--- src/rtl/tl_buf_pkg.sv ---
`default_nettype none
// +------------------------------------------------------------------+
// | tl_buf_pkg: TileLink-UL A/D beat structs and sizing helper        |
// | rev 1.0                                                           |
// +------------------------------------------------------------------+
package tl_buf_pkg;

    localparam int TL_ADDR_W  = 32;
    localparam int TL_DATA_W  = 32;
    localparam int TL_MASK_W  = TL_DATA_W / 8;
    localparam int TL_SIZE_W  = 3;
    localparam int TL_SRC_W   = 2;
    localparam int TL_SINK_W  = 1;
    localparam int TL_OP_W    = 3;
    localparam int TL_PARAM_W = 3;

    typedef struct packed {
        logic [TL_OP_W-1:0]    opcode;
        logic [TL_PARAM_W-1:0] param;
        logic [TL_SIZE_W-1:0]  size;
        logic [TL_SRC_W-1:0]   source;
        logic [TL_ADDR_W-1:0]  address;
        logic [TL_MASK_W-1:0]  mask;
        logic [TL_DATA_W-1:0]  data;
    } tl_a_t;

    typedef struct packed {
        logic [TL_OP_W-1:0]    opcode;
        logic [TL_PARAM_W-1:0] param;
        logic [TL_SIZE_W-1:0]  size;
        logic [TL_SRC_W-1:0]   source;
        logic [TL_SINK_W-1:0]  sink;
        logic [TL_DATA_W-1:0]  data;
        logic                  error;
    } tl_d_t;

    // Occupancy needs one bit more than the index so "full" is representable.
    function automatic int occ_width(input int depth);
        return $clog2(depth) + 1;
    endfunction

endpackage
`default_nettype wire

--- src/rtl/tl_sync_fifo.sv ---
`default_nettype none
// +------------------------------------------------------------------+
// | tl_sync_fifo: first-word-fall-through FIFO, wrap-bit pointers     |
// | rev 1.0                                                           |
// +------------------------------------------------------------------+
module tl_sync_fifo
    import tl_buf_pkg::*;
#(
    parameter  int WIDTH = 8,
    parameter  int DEPTH = 4,
    localparam int PTR_W = occ_width(DEPTH)
) (
    input  logic             clk,
    input  logic             reset_n,
    input  logic             push,
    input  logic [WIDTH-1:0] push_data,
    input  logic             pop,
    output logic [WIDTH-1:0] pop_data,
    output logic             full,
    output logic             empty,
    output logic [PTR_W-1:0] count
);

    logic [WIDTH-1:0] mem [DEPTH];
    logic [PTR_W-1:0] wr_ptr;
    logic [PTR_W-1:0] rd_ptr;
    logic             push_en;
    logic             pop_en;

    assign empty    = (wr_ptr == rd_ptr);
    assign full     = (wr_ptr[PTR_W-1] != rd_ptr[PTR_W-1]) &&
                      (wr_ptr[PTR_W-2:0] == rd_ptr[PTR_W-2:0]);
    assign count    = wr_ptr - rd_ptr;
    assign push_en  = push && !full;
    assign pop_en   = pop && !empty;
    assign pop_data = mem[rd_ptr[PTR_W-2:0]];

    always_ff @(posedge clk or negedge reset_n) begin
        if (!reset_n) begin
            wr_ptr <= '0;
            rd_ptr <= '0;
        end else begin
            if (push_en) wr_ptr <= wr_ptr + 1'b1;
            if (pop_en)  rd_ptr <= rd_ptr + 1'b1;
        end
    end

    // Storage is not reset: emptiness is defined by the pointers alone.
    always_ff @(posedge clk) begin
        if (push_en) mem[wr_ptr[PTR_W-2:0]] <= push_data;
    end

endmodule
`default_nettype wire

--- src/rtl/tilelink_channel_buffer.sv ---
`default_nettype none
// +------------------------------------------------------------------+
// | tilelink_channel_buffer: A/D FIFOs with outstanding-request cap;  |
// | optional perf counters under `TL_BUF_PERF_EN. rev 1.0             |
// +------------------------------------------------------------------+
module tilelink_channel_buffer
    import tl_buf_pkg::*;
#(
    parameter int ADDR_WIDTH      = TL_ADDR_W,
    parameter int DATA_WIDTH      = TL_DATA_W,
    parameter int MASK_WIDTH      = DATA_WIDTH / 8,
    parameter int SIZE_WIDTH      = TL_SIZE_W,
    parameter int SRC_WIDTH       = TL_SRC_W,
    parameter int SINK_WIDTH      = TL_SINK_W,
    parameter int OPCODE_WIDTH    = TL_OP_W,
    parameter int PARAM_WIDTH     = TL_PARAM_W,
    parameter int A_DEPTH         = 4,
    parameter int D_DEPTH         = 4,
    parameter int MAX_OUTSTANDING = 4
) (
    input  logic                    clk,
    input  logic                    reset_n,
    input  logic                    a_valid_in,
    output logic                    a_ready_in,
    input  logic [OPCODE_WIDTH-1:0] a_opcode_in,
    input  logic [PARAM_WIDTH-1:0]  a_param_in,
    input  logic [SIZE_WIDTH-1:0]   a_size_in,
    input  logic [SRC_WIDTH-1:0]    a_source_in,
    input  logic [ADDR_WIDTH-1:0]   a_address_in,
    input  logic [MASK_WIDTH-1:0]   a_mask_in,
    input  logic [DATA_WIDTH-1:0]   a_data_in,
    output logic                    a_valid_out,
    input  logic                    a_ready_out,
    output logic [OPCODE_WIDTH-1:0] a_opcode_out,
    output logic [PARAM_WIDTH-1:0]  a_param_out,
    output logic [SIZE_WIDTH-1:0]   a_size_out,
    output logic [SRC_WIDTH-1:0]    a_source_out,
    output logic [ADDR_WIDTH-1:0]   a_address_out,
    output logic [MASK_WIDTH-1:0]   a_mask_out,
    output logic [DATA_WIDTH-1:0]   a_data_out,
    input  logic                    d_valid_in,
    output logic                    d_ready_in,
    input  logic [OPCODE_WIDTH-1:0] d_opcode_in,
    input  logic [PARAM_WIDTH-1:0]  d_param_in,
    input  logic [SIZE_WIDTH-1:0]   d_size_in,
    input  logic [SRC_WIDTH-1:0]    d_source_in,
    input  logic [SINK_WIDTH-1:0]   d_sink_in,
    input  logic [DATA_WIDTH-1:0]   d_data_in,
    input  logic                    d_error_in,
    output logic                    d_valid_out,
    input  logic                    d_ready_out,
    output logic [OPCODE_WIDTH-1:0] d_opcode_out,
    output logic [PARAM_WIDTH-1:0]  d_param_out,
    output logic [SIZE_WIDTH-1:0]   d_size_out,
    output logic [SRC_WIDTH-1:0]    d_source_out,
    output logic [SINK_WIDTH-1:0]   d_sink_out,
    output logic [DATA_WIDTH-1:0]   d_data_out,
    output logic                    d_error_out,
    output logic [7:0]              outstanding,
    output logic                    idle,
    output logic                    err_unexpected_d,
    input  logic                    err_clr,
    input  logic                    perf_clr,
    output logic [7:0]              a_hwm,
    output logic [7:0]              d_hwm,
    output logic [15:0]             a_stall_cnt
);

    localparam int         A_CNT_W = occ_width(A_DEPTH);
    localparam int         D_CNT_W = occ_width(D_DEPTH);
    localparam logic [7:0] MAX_OUT = 8'(MAX_OUTSTANDING);

    tl_a_t               a_in_pkt, a_out_pkt;
    tl_d_t               d_in_pkt, d_out_pkt;
    logic                a_full, a_empty, a_push, a_pop, a_fire;
    logic                d_full, d_empty, d_push, d_pop, d_fire;
    logic [A_CNT_W-1:0]  a_count, a_cnt_next;
    logic [D_CNT_W-1:0]  d_count, d_cnt_next;
    logic [7:0]          outstanding_next;

    assign a_in_pkt = '{opcode: a_opcode_in, param: a_param_in, size: a_size_in,
                        source: a_source_in, address: a_address_in,
                        mask: a_mask_in, data: a_data_in};
    assign d_in_pkt = '{opcode: d_opcode_in, param: d_param_in, size: d_size_in,
                        source: d_source_in, sink: d_sink_in,
                        data: d_data_in, error: d_error_in};

    assign a_ready_in  = !a_full;
    assign d_ready_in  = !d_full;
    assign a_push      = a_valid_in && a_ready_in;
    assign d_push      = d_valid_in && d_ready_in;
    assign a_valid_out = !a_empty && (outstanding < MAX_OUT);
    assign d_valid_out = !d_empty;
    assign a_fire      = a_valid_out && a_ready_out;
    assign d_fire      = d_valid_out && d_ready_out;
    assign a_pop       = a_fire;
    assign d_pop       = d_fire;

    tl_sync_fifo #(.WIDTH($bits(tl_a_t)), .DEPTH(A_DEPTH)) u_a_fifo (
        .clk(clk), .reset_n(reset_n),
        .push(a_push), .push_data(a_in_pkt),
        .pop(a_pop), .pop_data(a_out_pkt),
        .full(a_full), .empty(a_empty), .count(a_count)
    );

    tl_sync_fifo #(.WIDTH($bits(tl_d_t)), .DEPTH(D_DEPTH)) u_d_fifo (
        .clk(clk), .reset_n(reset_n),
        .push(d_push), .push_data(d_in_pkt),
        .pop(d_pop), .pop_data(d_out_pkt),
        .full(d_full), .empty(d_empty), .count(d_count)
    );

    assign a_opcode_out  = a_out_pkt.opcode;
    assign a_param_out   = a_out_pkt.param;
    assign a_size_out    = a_out_pkt.size;
    assign a_source_out  = a_out_pkt.source;
    assign a_address_out = a_out_pkt.address;
    assign a_mask_out    = a_out_pkt.mask;
    assign a_data_out    = a_out_pkt.data;
    assign d_opcode_out  = d_out_pkt.opcode;
    assign d_param_out   = d_out_pkt.param;
    assign d_size_out    = d_out_pkt.size;
    assign d_source_out  = d_out_pkt.source;
    assign d_sink_out    = d_out_pkt.sink;
    assign d_data_out    = d_out_pkt.data;
    assign d_error_out   = d_out_pkt.error;

    // Post-edge occupancies let idle and the high-water marks track the same state.
    assign a_cnt_next = a_count + A_CNT_W'(a_push) - A_CNT_W'(a_pop);
    assign d_cnt_next = d_count + D_CNT_W'(d_push) - D_CNT_W'(d_pop);

    always_comb begin
        outstanding_next = outstanding;
        if (a_fire && !d_fire)
            outstanding_next = outstanding + 8'd1;
        else if (!a_fire && d_fire && outstanding != 8'd0)
            outstanding_next = outstanding - 8'd1;
    end

    always_ff @(posedge clk or negedge reset_n) begin
        if (!reset_n) begin
            outstanding      <= 8'd0;
            idle             <= 1'b1;
            err_unexpected_d <= 1'b0;
        end else begin
            outstanding <= outstanding_next;
            idle        <= (a_cnt_next == '0) && (d_cnt_next == '0) &&
                           (outstanding_next == 8'd0);
            if (d_fire && outstanding == 8'd0)
                err_unexpected_d <= 1'b1;
            else if (err_clr)
                err_unexpected_d <= 1'b0;
        end
    end

`ifdef TL_BUF_PERF_EN
    always_ff @(posedge clk or negedge reset_n) begin
        if (!reset_n) begin
            a_hwm       <= 8'd0;
            d_hwm       <= 8'd0;
            a_stall_cnt <= 16'd0;
        end else if (perf_clr) begin
            a_hwm       <= 8'd0;
            d_hwm       <= 8'd0;
            a_stall_cnt <= 16'd0;
        end else begin
            if (8'(a_cnt_next) > a_hwm) a_hwm <= 8'(a_cnt_next);
            if (8'(d_cnt_next) > d_hwm) d_hwm <= 8'(d_cnt_next);
            if (a_valid_in && !a_ready_in && a_stall_cnt != 16'hFFFF)
                a_stall_cnt <= a_stall_cnt + 16'd1;
        end
    end
`else
    logic perf_clr_unused;
    assign perf_clr_unused = perf_clr;
    assign a_hwm           = 8'd0;
    assign d_hwm           = 8'd0;
    assign a_stall_cnt     = 16'd0;
`endif

endmodule
`default_nettype wire

--- config.mk ---
export PLATFORM = sky130hd
export DESIGN_NAME = tilelink_channel_buffer
export DESIGN_NICKNAME = d
export VERILOG_FILES = /design/src/rtl/tl_buf_pkg.sv /design/src/rtl/tl_sync_fifo.sv /design/src/rtl/tilelink_channel_buffer.sv
export SDC_FILE = /design/constraint.sdc
export NUM_CORES = 1
export LEC_CHECK = 0
export BUFFER_PORTS_ARGS = -buffer_cell sky130_fd_sc_hd__clkbuf_2
export CAP_MARGIN = 15
export CORE_ASPECT_RATIO = 1.75
export CORE_MARGIN = 5
export CORE_UTILIZATION = 51
export CTS_BUF_LIST = sky130_fd_sc_hd__clkbuf_2 sky130_fd_sc_hd__clkbuf_4 sky130_fd_sc_hd__clkbuf_8
export CTS_CLUSTER_DIAMETER = 40
export DETAILED_ROUTE_END_ITERATION = 7
export GPL_TIMING_DRIVEN = 0
export PLACE_DENSITY = 0.7
export SLEW_MARGIN = 40
export SYNTH_ARGS = -nofsm -noshare
export SYNTH_HDL_FRONTEND = slang
export SYNTH_SLANG_ARGS = --single-unit
--- constraint.sdc ---
create_clock -name clk -period 5.1 [get_ports clk]
set_clock_uncertainty 0.05 [all_clocks]
set_input_delay 1.275 -clock clk [delete_from_list [all_inputs] [get_ports clk]]
set_output_delay 1.275 -clock clk [all_outputs]
set_load 0.03 [all_outputs]
# Word level (Yosys, flattened, before mapping)
# Memories as Yosys holds them, arrays and structs flattened.
# Cells that the tools add are included.
[totals] regBits=22 ramBits=496 in_bits=132 out_inout_bits=170 wordCells=65 mem_count=2
[memory_table] memory="u_a_fifo.mem" depth=4 word_bits=79 read_ports=1 rd_ports_with_merged_regs=0 wr=1 line="tl_sync_fifo.sv:24" source="logic [WIDTH-1:0] mem [DEPTH];"
[memory_table] memory="u_d_fifo.mem" depth=4 word_bits=45 read_ports=1 rd_ports_with_merged_regs=0 wr=1 line="tl_sync_fifo.sv:24"
[classes] addsub=12 n_lt_le_gt_ge=1 eq_ne=6 muxes=8 n_reduce_logical=29
[ops] operator="1-bit logical AND" n=17
[ops] operator="8-bit zero test" n=2
[ops] operator="8-bit 2-to-1 mux" n=2
[ops] operator="3-bit by 1-bit adder with 3-bit output, second input constant" n=4
[ops] operator="8-bit by 1-bit adder with 8-bit output, second input constant" n=1
[ops] operator="8-bit by 3-bit less-than comparator with 1-bit output, second input constant" n=1
[ops] operator="8-bit nonzero test" n=1
[ops] operator="8-bit by 1-bit subtractor with 8-bit output, second input constant" n=1
[ops] operator="3-bit by 1-bit adder with 3-bit output" n=2
[ops] operator="3-bit == test" n=2
[ops] operator="1-bit zero test" n=6
[ops] operator="3-bit zero test" n=2
[ops] operator="1-bit 2-to-1 mux" n=6
[ops] operator="3-bit by 1-bit subtractor with 3-bit output" n=2
[ops] operator="3-bit subtractor" n=2
[ops] operator="2-bit == test" n=2
[ops] operator="1-bit != test" n=2
[ops] operator="2-bit nonzero test" n=1

# Depth between registers and ports, before layout
[depth] word_depth=11 mapped_depth=15 ltp_nobuf=14

# By module
# Synthesis repeated with hierarchy kept, for this count alone.
[unflattened] cells_unflattened=873 area_unflattened_um2=19959.1
[by_module_without_submodules] module="tl_sync_fifo (u_a_fifo)" n_inst=1 cells_each=458 area_each_um2=11862.6 seq_area_each_um2=9639.2
[by_module_without_submodules] module="tl_sync_fifo (u_d_fifo)" n_inst=1 cells_each=280 area_each_um2=6956.7 seq_area_each_um2=5555.3
[by_module_without_submodules] module="tilelink_channel_buffer" n_inst=1 cells_each=135 area_each_um2=1139.8 seq_area_each_um2=251.5

# Least setup slack after synthesis
# Ideal clock, no wire load.
[synth_timing] kind="register -> register" start="register u_a_fifo.rd_ptr[1]" end="register idle" setup_ns=0.105 arrival_time_ns=3.875 required_time_ns=4.945 path_slack_ns=1.071 stages_incl_launch_ff=15 n_path_buf=1 period_less_slack_ns=4.029 cell_sequence="dfrtp_1 > clkbuf_1 > xor2_1 > or2_2 > nand2b_1 > and2_0 > fa_1 > inv_1 > fa_1 > inv_1 > ha_1 > nor4_1 > nand3_1 > or3_1 > a2111oi_2"
[synth_between] word_cells_on_any_way=21 classes_between="add/sub (3); eq/ne (2); mux (2); reduce/logical (14)"
[synth_lines] item="start, declared" line="tl_sync_fifo.sv:26" source="logic [PTR_W-1:0] rd_ptr;"
[synth_lines] item="start signal, assigned" line="tl_sync_fifo.sv:44" source="if (pop_en) rd_ptr <= rd_ptr + 1'b1;"
[synth_lines] item="2-bit == test" line="tl_sync_fifo.sv:32" source="(wr_ptr[PTR_W-2:0] == rd_ptr[PTR_W-2:0]);"
[synth_lines] item="1-bit logical AND" line="tl_sync_fifo.sv:31" source="assign full = (wr_ptr[PTR_W-1] != rd_ptr[PTR_W-1]) &&"
[synth_lines] item="1-bit zero test" line="tilelink_channel_buffer.sv:88" source="assign a_ready_in = !a_full;"
[synth_lines] item="net a_ready_in" line="tilelink_channel_buffer.sv:24" source="output logic a_ready_in,"
[synth_lines] item="1-bit logical AND" line="tilelink_channel_buffer.sv:90" source="assign a_push = a_valid_in && a_ready_in;"
[synth_lines] item="3-bit by 1-bit adder with 3-bit output" line="tilelink_channel_buffer.sv:129" source="assign a_cnt_next = a_count + A_CNT_W'(a_push) - A_CNT_W'(a_pop);"
[synth_lines] item="3-bit by 1-bit subtractor with 3-bit output" line="tilelink_channel_buffer.sv:129"
[synth_lines] item="3-bit zero test" line="tilelink_channel_buffer.sv:147" source="idle <= (a_cnt_next == '0) && (d_cnt_next == '0) &&"
[synth_lines] item="1-bit logical AND (2 in a row)" line="tilelink_channel_buffer.sv:147"
[synth_lines] item="end signal, assigned" line="tilelink_channel_buffer.sv:147"
[synth_lines] item="end, declared" line="tilelink_channel_buffer.sv:60" source="output logic idle,"
# The timed path passes the listed nets, and every way through them passes these cells.
# A chain may end at the register's enable or synchronous reset.

# Final worst setup path
[layout_timing] start="register u_a_fifo.rd_ptr[1]" end="register idle"
[layout_between] elab_chain_cells=11 word_cells_on_any_way=21 classes_between="add/sub (3); eq/ne (2); mux (2); reduce/logical (14)"
[layout_rtl] item="branches (longest 10 deep; another with 3-bit subtractor)"
[layout_rtl] item="1-bit logical AND *" line="tilelink_channel_buffer.sv:147"
# Every way passes the cells marked *.

==> results.md <==
* Vias per cell at approximately 5.3
* Area grow syn2layout at 19.27%
* Share of cells above drive strength 1 at 0.4592
* CTS hold repair buffers at 0
* Setup Buffers After CTS at 0
* Design area at 23290 um^2
* Std-Cell Rows at 94
* Post-synth EDFFs at around 500
* DR iter-0 viols at 429
* # resized after CTS at 0
* Synth area leaders: edfxtp_1 76%, mux4_2 14%, dfrtp_1 2.7%, buf_4 1.2%, ha_1 1.0%
* PortBufs at approximately 270
* CP max-delay cell: clkbuf_1
* Nets at around 1.4k
* I/O pin count at roughly 300
* CP top delay family: simple AND/OR/NAND/NOR gates
* Sequential fraction of the synthesis area at 0.7911
* Least-Margin Pin Slew at approximately 0.77 ns
* Setup ws final at roughly 0.63 ns
* Top-area cell type share of the netlist area at 0.7628
* Max-cap violations at 0
* Leak at approximately 8.3 nW
* CTS Buf Count at 72
* Yosys Warn Count at 0
* Post-synth cell types at 44
* First-pass GRT wire length at around 57000 um
* Routed WL per cell at around 21 um
* 1st-pass router iterations at 4
* Placed Instances at 1615
* Filler instances at about 2.7k
* Crit Path Category: reg -> reg
* CTS Sinks at approximately 520
* Hold Crit Class: reg -> reg
* Detailed-route DRC error count at 0
* Clk_lat worst skew at 0.60 ns
* Power Dens Cells at roughly 640 nW/um^2
* Starting Density at 0.5172
* Synth Flop Type: edfxtp_1
* H-tree Lvls at 3
* Cell Area, Synth at ~20000 um^2
* Synth cell count leaders: 496 x edfxtp_1, 124 x mux4_2, 32 x buf_4, 21 x dfrtp_1
* Avg Inst Size Synth at 23.70 um^2
* Asr flop ratio synth at 0.04247
* Dpl cell area at 21880 um^2
* RSZ-0062 raised after global routing: no
* GRT overflow at 0
* Pre-CTS WS at around 0.55 ns
* Critical Path RT at between 5 and 6 ns
* Endpoints failing hold at 0
* Clock slew at the register clock pins of the worst setup and hold paths at approximately 0.070 ns
* Yosys top cell by area: edfxtp_1
* Most common cell in the netlist: edfxtp_1
* Buffer and inverter count on the worst path at 3
* Detailed Place HPWL at between 20000 and 30000 um
* Synth Register Bits at between 500 and 600
* Fin crit period at 4.473 ns
* Fin util at 0.6168
* Die area at ~42000 um^2
* Final setup viols at 0
* Final Non-Filler Cells at around 1.7k
* Die span in y at ~270 um
* Period utilization at 0.8770
* Initial antenna violation count at 2
* Total GRT Usage at 0.1779
* Status: completed
* Placer Congestion at 0.7539
* Cell chain of the critical path: clkbuf_1 > xor2_1 > or2_2 > nand2b_1 > and2_0 > fa_1 > inv_1 > fa_1 > inv_1 > ha_1 > nor4_1 > nand3_1 > or3_1 > a2111oi_2
* Root buf cell: clkbuf_8
* Worst EP arrival at around 4.9 ns
* Slew headroom at 0.4834
* Die width at 157.9 um
* Slew Limit Fails at 0
* Vias at 9314
* Worst vdd ir at 465.2 uV
* Largest net degree at the start of global routing at 35
* CP max FO at 9
* Power Total at around 15 mW
* Fmax at ~0.22 GHz
* Number of global-route vias before repair at roughly 10k
* Detailed Route WL at roughly 37000 um
* Crit path launch type: flop
* Area occupied by multi-input gates at between 3000 and 4000 um^2
* Detail Route Antenna Nets at 0
* CTS tree: done
* Clock Tree Buf Depth at 3
* FF+latch area at 15450 um^2
* Setup crit end kind: flop
* Max stage delay on crit path at between 0.5 and 0.6 ns
* Gate Count Post-Synth at between 800 and 900
* Core box area at roughly 38000 um^2
## worst paths after layout
kind	from	endpoint	slack, ns	depth (start not counted)
worst max-delay path	u_a_fifo.rd_ptr[1]	idle	0.63	14
worst min register to register	u_a_fifo.wr_ptr[2]	u_a_fifo.wr_ptr[2]	0.43	1
max in group asynchronous	reset_n	u_a_fifo.wr_ptr[2]	3.99	1
worst max register to register	u_a_fifo.rd_ptr[1]	idle	0.63	14
worst min-delay path	u_a_fifo.wr_ptr[2]	u_a_fifo.wr_ptr[2]	0.43	1
min in group asynchronous	reset_n	u_a_fifo.wr_ptr[0]	0.61	1
## placed cells by master (no fill, tap or decap), drive strengths merged, types with 3 or more instances in the layout
cell	Yosys	layout
edfxtp	496	496
clkbuf	11	376
mux4	124	124
buf	50	61
conb	1	32
dfrtp	21	21
clkinv	0	21
inv	15	19
ha	16	16
xnor2	14	14
nand2	11	11
xor2	10	10
and3	9	9
nor2	7	7
o21ai	4	4
fa	4	4
nand3	4	4
diode	0	3
nor3	3	3
clkinvlp	0	3
and2	3	3
## cells by family after synthesis
logic type,share of synthesized area
mux,0.1444
compound gates,0.005383
simple gates,0.01224
flops,0.7911
buf+inv,0.02121
other cells,0.0001921
fa+ha+maj,0.01435
xor+xnor,0.01115
## state kept, by name, indices dropped and copies added, names as in the netlist
signal,flops
u_d_fifo.mem,180
u_a_fifo.mem,316
err_unexpected_d,1
u_a_fifo.rd_ptr,3
u_d_fifo.wr_ptr,3
u_a_fifo.wr_ptr,3
outstanding,8
idle,1
u_d_fifo.rd_ptr,3
## metal layers
layer | vias up | wire length (um) | part of all wire | track usage
met5 | - | 0 | 0 | 0
met1 | 4782 | 12340 | 0.33 | 0.1894
met3 | 66 | 3766 | 0.10 | 0.07130
met4 | 0 | 831 | 0.022 | 0.05958
met2 | 316 | 20260 | 0.54 | 0.3190
li1 | 4150 | - | - | -
## stage by stage
step,hold WS (ns),TNS (ns)
4_1_cts,0.4379,0
5_1_grt,0.4625,0
3_3_place_gp,0.4254,-134.26
3_5_place_dp,0.4281,0
2_1_floorplan,0.4107,0
6_report,0.4315,0
## area by class of cell
class	instances	area share
plain buffers	61	0.01601
diodes	3	0.0003224
clock inverters	30	0.009886
inverters	15	0.002418
flip-flops and latches	518	0.6633
clock buffers	96	0.05029
multi-input cells	261	0.1641
well taps	480	0.02579
repair buffers	280	0.06791
## power by group
group | leakage [nW] | switching, mW | internal [mW]
Sequential | 4.81 | 0.258 | 5.75
Combinational | 2.79 | 3.72 | 2.04
Clock | 0.732 | 1.47 | 1.62
Total | 8.33 | 5.46 | 9.40
Power figures use the tool's default switching activity.
